### src/rtl/ps2_pkg.sv
// Shared types and constants for the PS/2 keyboard front end:
// the key event record, decoder states, prefix bytes and the discard list.
package ps2_pkg;

  typedef struct packed {
    logic [7:0] code;
    logic       ext;
    logic       brk;
  } key_evt_t;

  typedef enum logic [1:0] {
    ST_IDLE,
    ST_EXT,
    ST_BRK,
    ST_EXT_BRK
  } dec_state_t;

  localparam logic [7:0] PS2_EXT    = 8'hE0;
  localparam logic [7:0] PS2_BRK    = 8'hF0;
  localparam logic [7:0] PS2_OVR0   = 8'h00;
  localparam logic [7:0] PS2_BAT_OK = 8'hAA;
  localparam logic [7:0] PS2_PAUSE  = 8'hE1;
  localparam logic [7:0] PS2_ACK    = 8'hFA;
  localparam logic [7:0] PS2_RESEND = 8'hFE;
  localparam logic [7:0] PS2_OVR1   = 8'hFF;

  function automatic logic is_discard(input logic [7:0] b);
    return (b == PS2_OVR0) || (b == PS2_BAT_OK) || (b == PS2_PAUSE) ||
           (b == PS2_ACK)  || (b == PS2_RESEND) || (b == PS2_OVR1);
  endfunction

  // Legacy packed key word: optional E0 and F0 prefix bytes ahead of the code.
  function automatic logic [31:0] pack_key(input key_evt_t e);
    logic [31:0] k;
    k = {24'h000000, e.code};
    if (e.ext && e.brk)  k = {8'h00, PS2_EXT, PS2_BRK, e.code};
    else if (e.ext)      k = {16'h0000, PS2_EXT, e.code};
    else if (e.brk)      k = {16'h0000, PS2_BRK, e.code};
    return k;
  endfunction

endpackage

### src/rtl/ps2_key_decoder_if.sv
// Event handshake between the key decoder (master) and the CPU-side consumer (slave).
interface ps2_key_decoder_if;
  logic       evt_valid;
  logic       evt_ready;
  logic [7:0] evt_code;
  logic       evt_ext;
  logic       evt_brk;

  modport master (output evt_valid, evt_code, evt_ext, evt_brk, input evt_ready);
  modport slave  (input evt_valid, evt_code, evt_ext, evt_brk, output evt_ready);
endinterface

### src/rtl/ps2_frame_rx.sv
// PS/2 frame receiver: line synchroniser, falling-edge detect, shifter,
// odd-parity/stop check and an inter-edge timeout that abandons partial frames.
module ps2_frame_rx #(
  parameter int SYNC_STAGES    = 2,
  parameter int TIMEOUT_CYCLES = 100000
) (
  input  logic       clk,
  input  logic       clrn,
  input  logic       en,
  input  logic       ps2_clk,
  input  logic       ps2_data,
  output logic       byte_valid,
  output logic [7:0] byte_data,
  output logic       byte_err
);
  localparam int TW = $clog2(TIMEOUT_CYCLES + 1);

  logic [SYNC_STAGES-1:0] clk_sync, dat_sync;
  logic          clk_q;
  logic [3:0]    bit_cnt;
  logic [7:0]    shreg;
  logic          par_bit;
  logic [TW-1:0] tmo;
  logic          fall, din;

  assign fall = clk_q & ~clk_sync[SYNC_STAGES-1];
  assign din  = dat_sync[SYNC_STAGES-1];

  always_ff @(posedge clk) begin
    if (!clrn || !en) begin
      // Idle PS/2 lines are high; preload so leaving reset never fakes an edge.
      clk_sync   <= '1;
      dat_sync   <= '1;
      clk_q      <= 1'b1;
      bit_cnt    <= 4'd0;
      shreg      <= 8'h00;
      par_bit    <= 1'b0;
      tmo        <= '0;
      byte_valid <= 1'b0;
      byte_data  <= 8'h00;
      byte_err   <= 1'b0;
    end else begin
      clk_sync   <= {clk_sync[SYNC_STAGES-2:0], ps2_clk};
      dat_sync   <= {dat_sync[SYNC_STAGES-2:0], ps2_data};
      clk_q      <= clk_sync[SYNC_STAGES-1];
      byte_valid <= 1'b0;
      byte_err   <= 1'b0;
      if (fall) begin
        tmo <= TW'(TIMEOUT_CYCLES - 1);
        if (bit_cnt == 4'd0) begin
          if (!din) bit_cnt <= 4'd1;
        end else if (bit_cnt <= 4'd8) begin
          shreg   <= {din, shreg[7:1]};
          bit_cnt <= bit_cnt + 4'd1;
        end else if (bit_cnt == 4'd9) begin
          par_bit <= din;
          bit_cnt <= 4'd10;
        end else begin
          bit_cnt <= 4'd0;
          if (din && (^{shreg, par_bit})) begin
            byte_valid <= 1'b1;
            byte_data  <= shreg;
          end else begin
            byte_err <= 1'b1;
          end
        end
      end else if (bit_cnt != 4'd0) begin
        if (tmo == '0) bit_cnt <= 4'd0;
        else           tmo     <= tmo - 1'b1;
      end
    end
  end
endmodule

### src/rtl/ps2_key_decoder.sv
// PS/2 keyboard front end: E0/F0 prefix decoder, event FIFO, legacy cur_key and sticky errors.
// Optional typematic-repeat filter enabled by defining KBD_REPEAT_FILTER_EN.
module ps2_key_decoder
  import ps2_pkg::*;
#(
  parameter int FIFO_DEPTH     = 8,
  parameter int SYNC_STAGES    = 2,
  parameter int TIMEOUT_CYCLES = 100000
) (
  input  logic                        clk,
  input  logic                        clrn,
  input  logic                        en,
  input  logic                        ps2_clk,
  input  logic                        ps2_data,
  input  logic                        clr_err,
  ps2_key_decoder_if.master           evt,
  output logic [31:0]                 cur_key,
  output logic [$clog2(FIFO_DEPTH):0] fifo_count,
  output logic                        overflow,
  output logic                        frame_err
);
  localparam int AW = $clog2(FIFO_DEPTH);

  logic       byte_valid, byte_err;
  logic [7:0] byte_data;

  ps2_frame_rx #(.SYNC_STAGES(SYNC_STAGES), .TIMEOUT_CYCLES(TIMEOUT_CYCLES)) u_rx (
    .clk(clk), .clrn(clrn), .en(en), .ps2_clk(ps2_clk), .ps2_data(ps2_data),
    .byte_valid(byte_valid), .byte_data(byte_data), .byte_err(byte_err)
  );

  dec_state_t state, state_nxt;
  logic       emit;
  key_evt_t   emit_evt;

  always_ff @(posedge clk) begin
    if (!clrn || !en) state <= ST_IDLE;
    else              state <= state_nxt;
  end

  always_comb begin
    state_nxt     = state;
    emit          = 1'b0;
    emit_evt.code = byte_data;
    emit_evt.ext  = 1'b0;
    emit_evt.brk  = 1'b0;
    if (byte_err) begin
      state_nxt = ST_IDLE;
    end else if (byte_valid) begin
      case (state)
        ST_IDLE: begin
          if (byte_data == PS2_EXT)      state_nxt = ST_EXT;
          else if (byte_data == PS2_BRK) state_nxt = ST_BRK;
          else if (!is_discard(byte_data)) emit = 1'b1;
        end
        ST_EXT: begin
          if (byte_data == PS2_BRK) begin
            state_nxt = ST_EXT_BRK;
          end else begin
            emit         = 1'b1;
            emit_evt.ext = 1'b1;
            state_nxt    = ST_IDLE;
          end
        end
        ST_BRK: begin
          emit         = 1'b1;
          emit_evt.brk = 1'b1;
          state_nxt    = ST_IDLE;
        end
        default: begin
          emit         = 1'b1;
          emit_evt.ext = 1'b1;
          emit_evt.brk = 1'b1;
          state_nxt    = ST_IDLE;
        end
      endcase
    end
  end

  logic suppress;
`ifdef KBD_REPEAT_FILTER_EN
  logic       rpt_valid;
  logic [8:0] rpt_key;
  logic       rpt_hit;

  assign rpt_hit  = rpt_valid && (rpt_key == {emit_evt.ext, emit_evt.code});
  assign suppress = emit && !emit_evt.brk && rpt_hit;

  always_ff @(posedge clk) begin
    if (!clrn || !en) begin
      rpt_valid <= 1'b0;
      rpt_key   <= 9'h000;
    end else if (emit && !suppress) begin
      if (!emit_evt.brk) begin
        rpt_valid <= 1'b1;
        rpt_key   <= {emit_evt.ext, emit_evt.code};
      end else if (rpt_hit) begin
        rpt_valid <= 1'b0;
      end
    end
  end
`else
  assign suppress = 1'b0;
`endif

  key_evt_t      mem [FIFO_DEPTH];
  logic [AW-1:0] wr_ptr, rd_ptr;
  logic [AW:0]   count;
  logic          full, pop, do_push, push_ok;

  assign full    = (count == (AW+1)'(FIFO_DEPTH));
  assign pop     = evt.evt_valid && evt.evt_ready;
  assign do_push = emit && !suppress;
  // A pop in the same cycle frees the slot, so a full FIFO still accepts the push.
  assign push_ok = do_push && (!full || pop);

  always_ff @(posedge clk) begin
    if (push_ok) mem[wr_ptr] <= emit_evt;
  end

  always_ff @(posedge clk) begin
    if (!clrn || !en) begin
      wr_ptr  <= '0;
      rd_ptr  <= '0;
      count   <= '0;
      cur_key <= 32'h0;
    end else begin
      if (push_ok) begin
        wr_ptr  <= wr_ptr + 1'b1;
        cur_key <= pack_key(emit_evt);
      end
      if (pop) rd_ptr <= rd_ptr + 1'b1;
      if (push_ok && !pop)      count <= count + 1'b1;
      else if (!push_ok && pop) count <= count - 1'b1;
    end
  end

  always_ff @(posedge clk) begin
    if (!clrn) begin
      overflow  <= 1'b0;
      frame_err <= 1'b0;
    end else if (en) begin
      overflow  <= (overflow && !clr_err) || (do_push && !push_ok);
      frame_err <= (frame_err && !clr_err) || byte_err;
    end
  end

  assign evt.evt_valid = (count != '0);
  assign evt.evt_code  = evt.evt_valid ? mem[rd_ptr].code : 8'h00;
  assign evt.evt_ext   = evt.evt_valid ? mem[rd_ptr].ext  : 1'b0;
  assign evt.evt_brk   = evt.evt_valid ? mem[rd_ptr].brk  : 1'b0;
  assign fifo_count    = count;
endmodule

### src/flat_wrapper.sv
// flat-port wrapper written by rule: the top's interface ports become plain ports
module ps2_key_decoder_flat import ps2_pkg::*;
#(
  parameter int FIFO_DEPTH     = 8,
  parameter int SYNC_STAGES    = 2,
  parameter int TIMEOUT_CYCLES = 100000
)
  (clk, clrn, en, ps2_clk, ps2_data, clr_err, cur_key, fifo_count, overflow, frame_err, evt_evt_valid, evt_evt_code, evt_evt_ext, evt_evt_brk, evt_evt_ready);
  ps2_key_decoder_if evt_i ();
  input  logic clk;
  input  logic clrn;
  input  logic en;
  input  logic ps2_clk;
  input  logic ps2_data;
  input  logic clr_err;
  output logic [31:0] cur_key;
  output logic [$clog2(FIFO_DEPTH):0] fifo_count;
  output logic overflow;
  output logic frame_err;
  output wire logic [$bits(evt_i.evt_valid)-1:0] evt_evt_valid;
  output wire logic [$bits(evt_i.evt_code)-1:0] evt_evt_code;
  output wire logic [$bits(evt_i.evt_ext)-1:0] evt_evt_ext;
  output wire logic [$bits(evt_i.evt_brk)-1:0] evt_evt_brk;
  input wire logic [$bits(evt_i.evt_ready)-1:0] evt_evt_ready;
  assign evt_evt_valid = evt_i.evt_valid;
  assign evt_evt_code = evt_i.evt_code;
  assign evt_evt_ext = evt_i.evt_ext;
  assign evt_evt_brk = evt_i.evt_brk;
  assign evt_i.evt_ready = evt_evt_ready;
  ps2_key_decoder #(.FIFO_DEPTH(FIFO_DEPTH), .SYNC_STAGES(SYNC_STAGES), .TIMEOUT_CYCLES(TIMEOUT_CYCLES)) u_core (.clk(clk), .clrn(clrn), .en(en), .ps2_clk(ps2_clk), .ps2_data(ps2_data), .clr_err(clr_err), .evt(evt_i), .cur_key(cur_key), .fifo_count(fifo_count), .overflow(overflow), .frame_err(frame_err));
endmodule
### config.mk
export PLATFORM = sky130hd
export DESIGN_NAME = ps2_key_decoder_flat
export DESIGN_NICKNAME = d
export VERILOG_FILES = /design/src/rtl/ps2_pkg.sv /design/src/rtl/ps2_key_decoder_if.sv /design/src/rtl/ps2_frame_rx.sv /design/src/rtl/ps2_key_decoder.sv /design/src/flat_wrapper.sv
export SDC_FILE = /design/constraint.sdc
export NUM_CORES = 1
export LEC_CHECK = 0
export BUFFER_PORTS_ARGS = -buffer_cell sky130_fd_sc_hd__buf_2
export CORE_MARGIN = 2
export CORE_UTILIZATION = 55
export DETAILED_ROUTE_END_ITERATION = 7
export GPL_TIMING_DRIVEN = 0
export PLACE_DENSITY = 0.74
export SKIP_LAST_GASP = 1
export SLEW_MARGIN = 30
export SYNTH_ARGS = -nofsm -noshare
export SYNTH_HDL_FRONTEND = slang
export SYNTH_HIERARCHICAL = 1
export SYNTH_SLANG_ARGS = --single-unit
### constraint.sdc
create_clock -name clk -period 4.5 [get_ports clk]
set_clock_uncertainty 0.15 [all_clocks]
set_input_delay 0 -clock clk [delete_from_list [all_inputs] [get_ports clk]]
set_output_delay 0 -clock clk [all_outputs]
set_load 0.03 [all_outputs]
==> flow_summary.json, run 1 <==
{
  "cts_max_level": 4,
  "synth_compound_area_frac": 0.09800,
  "synth-async-reset-ratio": 0,
  "drtAntennaViolNets": 0,
  "fin_crit_sh": 0.8366,
  "p_int_mw": 2.245,
  "fin_crit_ns": 3.765,
  "n_antenna_cell": 0,
  "die_area_um2": 13540,
  "die_w_um": 116.4,
  "synth_area_leaders": "edfxtp_1, dfxtp_1, mux4_2, mux2i_1, a21oi_1",
  "r2r-start": "u_core/u_rx/byte_data[4]",
  "row_count": 41,
  "power_mw": 2.856,
  "setup_violations": 0,
  "hold_path_class": "reg2reg",
  "grt_max_degree": 17,
  "path_cells": "buf_6 -> or3_1 -> a221oi_1 -> o31ai_1 -> nand2_1 -> inv_2 -> ha_1 -> inv_1 -> ha_1 -> a21o_1 -> a21oi_1 -> xnor2_1 -> or3_1 -> a21oi_1",
  "floorplan.initialDensity": 0.5572,
  "first_global_vias": 4435,
  "antenna_found_initial": 0,
  "cts_made_buffers": 17,
  "placed_area_um2": 7520,
  "synth_xor_area_frac": 0.04306,
  "max_cap_violations": 0,
  "cellLeakagePower_nw": 2.873,
  "use_met2": 0.3671,
  "synthAdderAreaFrac": 0.01910,
  "max_freq_mhz": 265.6,
  "status": "complete, no violations",
  "port_buffers": 38,
  "p_seq_frac": 0.510,
  "synth_top_family_by_area": "simple AND/OR/NAND/NOR gates",
  "rsz0062_at_grt": "no",
  "clock_path_buffers": 2,
  "cp_top_family": "compound AO/OA/AOI/OAI gates",
  "vias_per_cell": 5.577,
  "whs_endpoint": "u_core/u_rx/clk_sync[1]",
  "vias": 4618,
  "tns_ns": 0,
  "ys_seq_elements": 153,
  "setup_ws_ns": 0.7353,
  "yosysSeqAreaShare": 0.5563,
  "drive_gt1_frac": 0.2729,
  "synth.distinct_cells": 72,
  "grt_busiest_layer": "met2",
  "tightest_slew_ns": 0.8125,
  "synth_edf_count": 80,
  "num_io_pins": 56,
  "die_y_um": 116.4,
  "pwr-share-comb": 0.024,
  "critPathSlowestCell": "a221oi_1",
  "synth_area_per_cell_um2": 12.65,
  "yosys.area_share.simple": 0.1357,
  "final_cells": 828,
  "core_area_um2": 12470,
  "grt.met1_usage": 0.2904,
  "synth_top_area_share": 0.3459,
  "hold_violations": 0,
  "clkPwrFrac": 0.466,
  "gp_congestion": 0.8453,
  "dp_hpwl_um": 9901,
  "drv_slew": 0,
  "regToRegSetupSlack_ns": 0.74,
  "worstRegToRegCells": 14,
  "cts.sinks": 153,
  "wl_per_cell_um": 17.16,
  "utilization": 0.6572,
  "yosys.area.top_type": "edfxtp_1",
  "synth_common_cells": "edfxtp_1, dfxtp_1, nor2_1",
  "grtUsageTotal": 0.2228,
  "slew_headroom": 0.4584,
  "power_switching_share": 0.2140,
  "p_sw_mw": 0.6112,
  "clock_latency_ns": 0.42,
  "worstHoldStart": "u_core/u_rx/clk_sync[0]",
  "post_cts_buffers": 0,
  "whs_ns": 0.2640,
  "max-vdd-ir-drop_v": 0.0002343,
  "grt_pass1_wl_um": 22580,
  "muxShareOfSynthArea": 0.09368,
  "critPathRequiredTime_ns": 4.70,
  "clock-root-buffer": "clkbuf_16",
  "synth_area_um2": 6945,
  "fillCellCount": 926,
  "dr.pass1.iters": 5,
  "synth_ff_type": "edfxtp_1",
  "fin_nets": 661,
  "r2r_end": "u_core/fifo_count[3]",
  "cts_tree": "done",
  "critPathKind": "reg2reg",
  "cts_resized": 0,
  "grt-ovfl-total": 0,
  "path_clk_slew_ns": 0.06,
  "synth_cells": 549,
  "arrival_ns": 3.96,
  "worstSetupStartpointType": "register",
  "area_growth_pct": 17.96,
  "yosysWarnings": 6,
  "post-place-ws_ns": 0.8196,
  "design_area_um2": 8193,
  "power_density_nw_per_um2": 348.6,
  "hold_depth": 1,
  "path_max_fanout": 10,
  "drt_iter0_drc": 396,
  "grt.met3_usage": 0.05086,
  "drc": 0,
  "post-place-cells": 785,
  "cp-end-kind": "register",
  "drt_wl_total_um": 14210,
  "critPathMaxStageDelay_ns": 0.55,
  "crit_buf_inv": 3,
  "synth_most_common_cell": "edfxtp_1"
}
[per-layer routing]
metal  vias to the layer above  share of wire  wire, um
met5                         -              0         0
met4                         0          0.012       167
met3                        17          0.053       755
met2                       130           0.50      7051
met1                      2270           0.44      6234
li1                       2201              -         -
[power groups by stage]
stage                     Sequential [mW]  Clock [mW]  Combinational, mW
after floorplan                      1.49           0             0.0510
after global placement               1.49           0             0.0610
after detailed placement             1.49           0             0.0615
after CTS                            1.46        1.35             0.0671
after global routing                 1.46        1.40             0.0736
final                                1.46        1.33             0.0682
[area by class of cell]
class                           count  area (um^2)  share of cell area
Buffer                             46        327.8             0.04001
Multi-Input combinational cell    354         2810              0.3430
Clock buffer                       19        432.9             0.05284
Tap cell                          172        215.2             0.02627
Timing Repair Buffer               60        377.9             0.04612
Clock inverter                     12        120.1             0.01466
Inverter                           12        45.04            0.005498
Sequential cell                   153         3864              0.4716
[layout by cell type (no fill, tap or decap), types with 17 or more instances in the layout]
| cell type | synthesis | layout |
|---|---|---|
| mux4_2 | 20 | 20 |
| edfxtp_1 | 80 | 80 |
| buf_2 | 6 | 47 |
| clkbuf_16 | 0 | 17 |
| nor2_1 | 43 | 42 |
| conb_1 | 1 | 17 |
| buf_4 | 22 | 29 |
| nand3_1 | 22 | 22 |
| a21oi_1 | 33 | 33 |
| mux2i_1 | 20 | 20 |
| dfxtp_1 | 73 | 73 |
[sequential cells by signal, summed over array words and instances (netlist names), 3 cells and up, named ones only]
name,count
u_core/u_rx/tmo,17
u_core/wr_ptr,3
u_core/u_rx/byte_data,8
u_core/cur_key,11
u_core/rd_ptr,3
u_core/u_rx/bit_cnt,4
u_core/mem,80
u_core/fifo_count,4
u_core/u_rx/shreg,8
[kinds of logic (layout without fill, tap and decap cells)]
logic type | after synthesis | in the layout
xor+xnor | 26 | 26
buf+inv | 58 | 149
simple gates | 165 | 165
fa+ha+maj | 10 | 10
flops | 153 | 153
mux | 40 | 40
compound gates | 96 | 96
other cells | 1 | 17
[repair_timing]
action                                  in CTS  in global routing
hold buffers                                12                  0
endpoints found under the setup margin       0                  0
hold endpoints to repair                    20                  0
[worst max-delay path by stage]
| stage | from | to | slack [ns] | cells past startpoint |
|---|---|---|---|---|
| 2_1_floorplan | u_core/u_rx/byte_data[4] | u_core/fifo_count[3] | 1.26 | 14 |
| 3_3_place_gp | u_core/u_rx/byte_data[6] | u_core/mem[1][5] | 0.60 | 5 |
| 3_5_place_dp | u_core/u_rx/byte_data[4] | u_core/fifo_count[3] | 0.82 | 14 |
| 4_1_cts | u_core/u_rx/byte_data[4] | u_core/fifo_count[3] | 0.81 | 14 |
| 5_1_grt | u_core/u_rx/byte_data[4] | u_core/fifo_count[3] | 0.49 | 14 |
| 6_report | u_core/u_rx/byte_data[4] | u_core/fifo_count[3] | 0.74 | 14 |
No activity file was read; power rests on OpenSTA's default activity.
==> inputs of run 2 (changes only) <==
- clock period: 4.5 -> 3.65 ns (I/O delays scaled with it)
==> run 2 against run 1 <==
  * Hold slack barely moved
  * Core utilization rose by 0.47 points
  * Non-clock buffer count rose by 4
  * Register-to-register slack got worse by 0.57 ns
  * Via count rose by 0.67%
  * Critical endpoint unchanged
  * Largest cell class unchanged
  * Largest power group unchanged
==> flow_summary.json, run 2 (synthesis results as in run 1) <==
{
  "r2r_end": "u_core/fifo_count[3]",
  "max_freq_mhz": 287.0,
  "port_buffers": 38,
  "slew_headroom": 0.4583,
  "critPathMaxStageDelay_ns": 0.55,
  "cts.sinks": 153,
  "worstRegToRegCells": 14,
  "clock_path_buffers": 2,
  "fin_crit_sh": 0.9547,
  "drt_wl_total_um": 14280,
  "antenna_found_initial": 0,
  "path_cells": "buf_6 -> or4_4 -> a221oi_4 -> o31ai_1 -> nand2_2 -> inv_2 -> ha_1 -> inv_1 -> ha_1 -> a21o_1 -> a21oi_1 -> xnor2_1 -> or3_1 -> a21oi_1",
  "top_regs": "u_core/mem (80), u_core/u_rx/tmo (17), u_core/cur_key (11)",
  "grtUsageTotal": 0.2223,
  "rsz0062_at_grt": "no",
  "setup_violations": 0,
  "cts_max_level": 4,
  "wl_met2_um": 7130,
  "post-place-cells": 785,
  "tightest_slew_ns": 0.8125,
  "regToRegSetupSlack_ns": 0.17,
  "drtAntennaViolNets": 0,
  "cts_made_buffers": 17,
  "cts_tree": "done",
  "core_area_um2": 12470,
  "final_cells": 832,
  "r2r-start": "u_core/u_rx/byte_data[4]",
  "floorplan.initialDensity": 0.5572,
  "drt_iter0_drc": 401,
  "top_layer_used": "met4",
  "hold_violations": 0,
  "wl_met3_um": 882,
  "gp_congestion": 0.8453,
  "cellLeakagePower_nw": 2.897,
  "critPathSlowestCell": "or4_4",
  "worstSetupStartpointType": "register",
  "path_max_fanout": 10,
  "utilization": 0.6619,
  "final_common_cell": "edfxtp_1",
  "arrival_ns": 3.68,
  "grt-ovfl-total": 0,
  "row_count": 41,
  "crit_path_start": "u_core/u_rx/byte_data[4]",
  "vias": 4649,
  "num_io_pins": 56,
  "status": "complete, no violations",
  "hold_path_class": "reg2reg",
  "critPathRequiredTime_ns": 3.84,
  "path_clk_slew_ns": 0.06,
  "grt_pass1_wl_um": 22570,
  "area_growth_pct": 18.81,
  "dp_hpwl_um": 9901,
  "first_global_vias": 4424,
  "drive_gt1_frac": 0.2864,
  "n_antenna_cell": 0,
  "fillCellCount": 924,
  "clock_latency_ns": 0.42,
  "dr.pass1.iters": 5,
  "largest_register": "u_core/mem",
  "wl_met1_um": 6132,
  "fin_crit_ns": 3.485,
  "grt_max_degree": 17,
  "die_y_um": 116.4,
  "wl_per_cell_um": 17.16,
  "max_cap_violations": 0,
  "power_density_nw_per_um2": 426.7,
  "fin_nets": 665,
  "clock-root-buffer": "clkbuf_16",
  "largest_reg_flops": 80,
  "vias_per_cell": 5.588,
  "die_area_um2": 13540,
  "die_w_um": 116.4,
  "drv_slew": 0,
  "critPathCapture": "u_core/fifo_count[3]",
  "drc": 0,
  "critPathKind": "reg2reg",
  "cp-end-kind": "register",
  "max-vdd-ir-drop_v": 0.0002887,
  "final_cell_mix": "edfxtp_1, dfxtp_1, buf_2, nor2_1"
}
==> run 2: stage by stage <==
step	setup TNS (ns)	hold WS (ns)	cell area (um^2)	setup slack [ns]	total power, mW
after detailed placement	-0.03041	0.03751	7520	-0.03041	1.908
final	0	0.2640	8252	0.1653	3.521
after global routing	0	0.2820	8252	0.006602	3.616
after global placement	-10.41	0.03293	7411	-0.2484	1.908
after floorplan	0	-0.04853	7005	0.4084	1.895
after CTS	0	0.2579	8202	0.04284	3.546
==> run 2: how the worst min path moves through the flow <==
stage | end | startpoint | depth (start not counted) | slack (ns)
5_1_grt | u_core/u_rx/clk_sync[1] | u_core/u_rx/clk_sync[0] | 1 | 0.28
3_5_place_dp | u_core/u_rx/dat_sync[0] | ps2_data | 2 | 0.04
2_1_floorplan | u_core/u_rx/clk_sync[0] | ps2_clk | 1 | -0.05
4_1_cts | u_core/frame_err | clrn | 3 | 0.26
6_report | u_core/u_rx/clk_sync[1] | u_core/u_rx/clk_sync[0] | 1 | 0.26
3_3_place_gp | u_core/u_rx/dat_sync[0] | ps2_data | 2 | 0.03
==> run 2: worst max-delay path, delay by kind of cell, from the launching register on <==
kind	cells	cell delay, ns
and+or+nand+nor	3	1.02
AOI/OAI and AO/OA	5	0.98
adders and majority gates	2	0.44
DFF	1	0.37
buffers and inverters	3	0.34
xor gates and xnor gates	1	0.10
==> run 2: repair_timing <==
item	in CTS	in global routing
pin swaps	0	1
setup endpoints to repair	1	1
hold buffers	12	0
gates resized for setup	2	5
setup buffers	0	4
endpoints found under the hold margin	20	0
==> run 2: layout make-up <==
class | count | area [um^2] | share of cell area
Sequential cell | 153 | 3867 | 0.4687
Multi-Input combinational cell | 354 | 2835 | 0.3436
Clock buffer | 19 | 432.9 | 0.05246
Timing Repair Buffer | 64 | 407.9 | 0.04943
Buffer | 46 | 327.8 | 0.03973
Tap cell | 172 | 215.2 | 0.02608
Clock inverter | 12 | 120.1 | 0.01456
Inverter | 12 | 45.04 | 0.005459
==> run 2: power breakdown <==
part,internal [mW],switching (mW)
Clock,0.944,0.698
Combinational,0.0303,0.0537
Sequential,1.79,0.00164
==> run 2: routing by layer <==
metal | global-route usage | vias to the layer above
met1 | 0.2907 | 2263
li1 | - | 2215
met2 | 0.3651 | 159
met3 | 0.05138 | 12
met4 | 0.08254 | 0
met5 | 0 | -
==> inputs of run 3 (changes only) <==
- CTS_BUF_LIST: not set -> sky130_fd_sc_hd__clkbuf_4 sky130_fd_sc_hd__clkbuf_8 sky130_fd_sc_hd__clkbuf_16
==> run 3 against run 2 <==
  * Setup slack worse by 0.018 ns
  * Critical path type unchanged
  * Via count hardly changed
  * Power is 0.40% higher
  * Non-clock buffer count stayed put
  * Cell count stayed put
  * Largest cell class unchanged
==> flow_summary.json, run 3 (synthesis results as in run 1) <==
{
  "die_area_um2": 13540,
  "tightest_slew_ns": 0.8126,
  "setup_violations": 0,
  "critPathMaxStageDelay_ns": 0.55,
  "worstRegToRegCells": 14,
  "port_buffers": 38,
  "cts_max_level": 4,
  "final_cells": 832,
  "pwr-share-comb": 0.024,
  "power_mw": 3.535,
  "num_io_pins": 56,
  "die_y_um": 116.4,
  "crit_path_start": "u_core/u_rx/byte_data[4]",
  "first_global_vias": 4423,
  "r2r_end": "u_core/fifo_count[3]",
  "status": "complete, no violations",
  "path_cells": "buf_6 -> or4_4 -> a221oi_4 -> o31ai_1 -> nand2_2 -> inv_2 -> ha_1 -> inv_1 -> ha_1 -> a21o_1 -> a21oi_1 -> xnor2_1 -> or3_1 -> a21oi_1",
  "top_regs": "u_core/mem (80), u_core/u_rx/tmo (17), u_core/cur_key (11)",
  "cts_tree": "done",
  "dr.pass1.iters": 5,
  "setup_ws_ns": 0.1473,
  "clock_path_buffers": 2,
  "arrival_ns": 3.70,
  "whs_ns": 0.2640,
  "floorplan.initialDensity": 0.5572,
  "path_clk_slew_ns": 0.06,
  "cp.depth": 14,
  "drt_iter0_drc": 428,
  "p_sw_mw": 0.7522,
  "p_seq_frac": 0.508,
  "power_density_nw_per_um2": 428.0,
  "cts_made_buffers": 17,
  "cts.sinks": 153,
  "max-vdd-ir-drop_v": 0.0002888,
  "fin_crit_sh": 0.9596,
  "path_max_fanout": 10,
  "dp_hpwl_um": 9901,
  "drtAntennaViolNets": 0,
  "n_antenna_cell": 0,
  "fin_nets": 665,
  "max_freq_mhz": 285.5,
  "antenna_found_initial": 0,
  "clkPwrFrac": 0.468,
  "slew_headroom": 0.4582,
  "largest_register": "u_core/mem",
  "die_w_um": 116.4,
  "drt_wl_total_um": 14240,
  "critPathRequiredTime_ns": 3.84,
  "cp-end-kind": "register",
  "hold_violations": 0,
  "max_cap_violations": 0,
  "clock_latency_ns": 0.42,
  "wl_per_cell_um": 17.11,
  "regToRegSetupSlack_ns": 0.15,
  "clock-root-buffer": "clkbuf_16",
  "cp_top_family": "simple AND/OR/NAND/NOR gates",
  "drc": 0,
  "utilization": 0.6626,
  "grt-ovfl-total": 0,
  "grtUsageTotal": 0.2223,
  "crit_buf_inv": 3,
  "vias_per_cell": 5.587,
  "drv_slew": 0,
  "largest_reg_flops": 80,
  "tns_ns": 0,
  "r2r-start": "u_core/u_rx/byte_data[4]",
  "final_common_cell": "edfxtp_1",
  "post-place-ws_ns": -0.03041,
  "worstSetupStartpointType": "register",
  "p_int_mw": 2.783,
  "critPathCapture": "u_core/fifo_count[3]",
  "final_cell_mix": "edfxtp_1, dfxtp_1, buf_2, nor2_1",
  "drive_gt1_frac": 0.2894,
  "critPathKind": "reg2reg",
  "hold_path_class": "reg2reg",
  "vias": 4648,
  "design_area_um2": 8259,
  "area_growth_pct": 18.92,
  "power_switching_share": 0.2128,
  "cellLeakagePower_nw": 2.903,
  "post-place-cells": 785,
  "grt_pass1_wl_um": 22570,
  "critPathSlowestCell": "or4_4",
  "row_count": 41,
  "grt_max_degree": 17,
  "gp_congestion": 0.8453,
  "fin_crit_ns": 3.503,
  "placed_area_um2": 7520,
  "core_area_um2": 12470
}
[run 3: cell counts in the layout (fill, tap and decap cells not counted)]
No cell type changed its count.
[run 3: power groups by stage]
| stage | Sequential (mW) | Clock (mW) | Combinational, mW |
|---|---|---|---|
| 2_1_floorplan | 1.83 | 0 | 0.0629 |
| 3_3_place_gp | 1.83 | 0 | 0.0752 |
| 3_5_place_dp | 1.83 | 0 | 0.0758 |
| 4_1_cts | 1.80 | 1.68 | 0.0827 |
| 5_1_grt | 1.79 | 1.74 | 0.0907 |
| 6_report | 1.80 | 1.66 | 0.0839 |
[run 3: how the worst min path moves through the flow]
stage | startpoint | end | slack, ns | cells past startpoint
after floorplan | ps2_clk | u_core/u_rx/clk_sync[0] | -0.05 | 1
after global placement | ps2_data | u_core/u_rx/dat_sync[0] | 0.03 | 2
after detailed placement | ps2_data | u_core/u_rx/dat_sync[0] | 0.04 | 2
after CTS | clrn | u_core/frame_err | 0.26 | 3
after global routing | u_core/u_rx/clk_sync[0] | u_core/u_rx/clk_sync[1] | 0.28 | 1
final | u_core/u_rx/clk_sync[0] | u_core/u_rx/clk_sync[1] | 0.26 | 1
[run 3: repair_timing]
action | CTS | global route
gates cloned | 0 | 0
endpoints found under the setup margin | 1 | 1
buffers inserted | 0 | 4
resized for setup | 2 | 5
hold buffers | 12 | 0
endpoints found under the hold margin | 20 | 0
[run 3: final cells by class]
class | instances | area, um^2
inverter | 12 | 45.04
multi-input combinational | 354 | 2835
fill | 923 | 4207
tap | 172 | 215.2
sequential | 153 | 3867
buffer | 46 | 327.8
timing repair buffer | 64 | 407.9
clock buffer | 19 | 440.4
clock inverter | 12 | 120.1
[run 3: layer usage]
| layer | vias up | part of all wire | routed length [um] | GRT usage |
|---|---|---|---|---|
| met5 | - | 0 | 0 | 0 |
| met4 | 0 | 0.0096 | 137 | 0.08254 |
| met3 | 12 | 0.056 | 798 | 0.05138 |
| met2 | 144 | 0.50 | 7125 | 0.3651 |
| met1 | 2277 | 0.43 | 6177 | 0.2907 |
| li1 | 2215 | - | - | - |
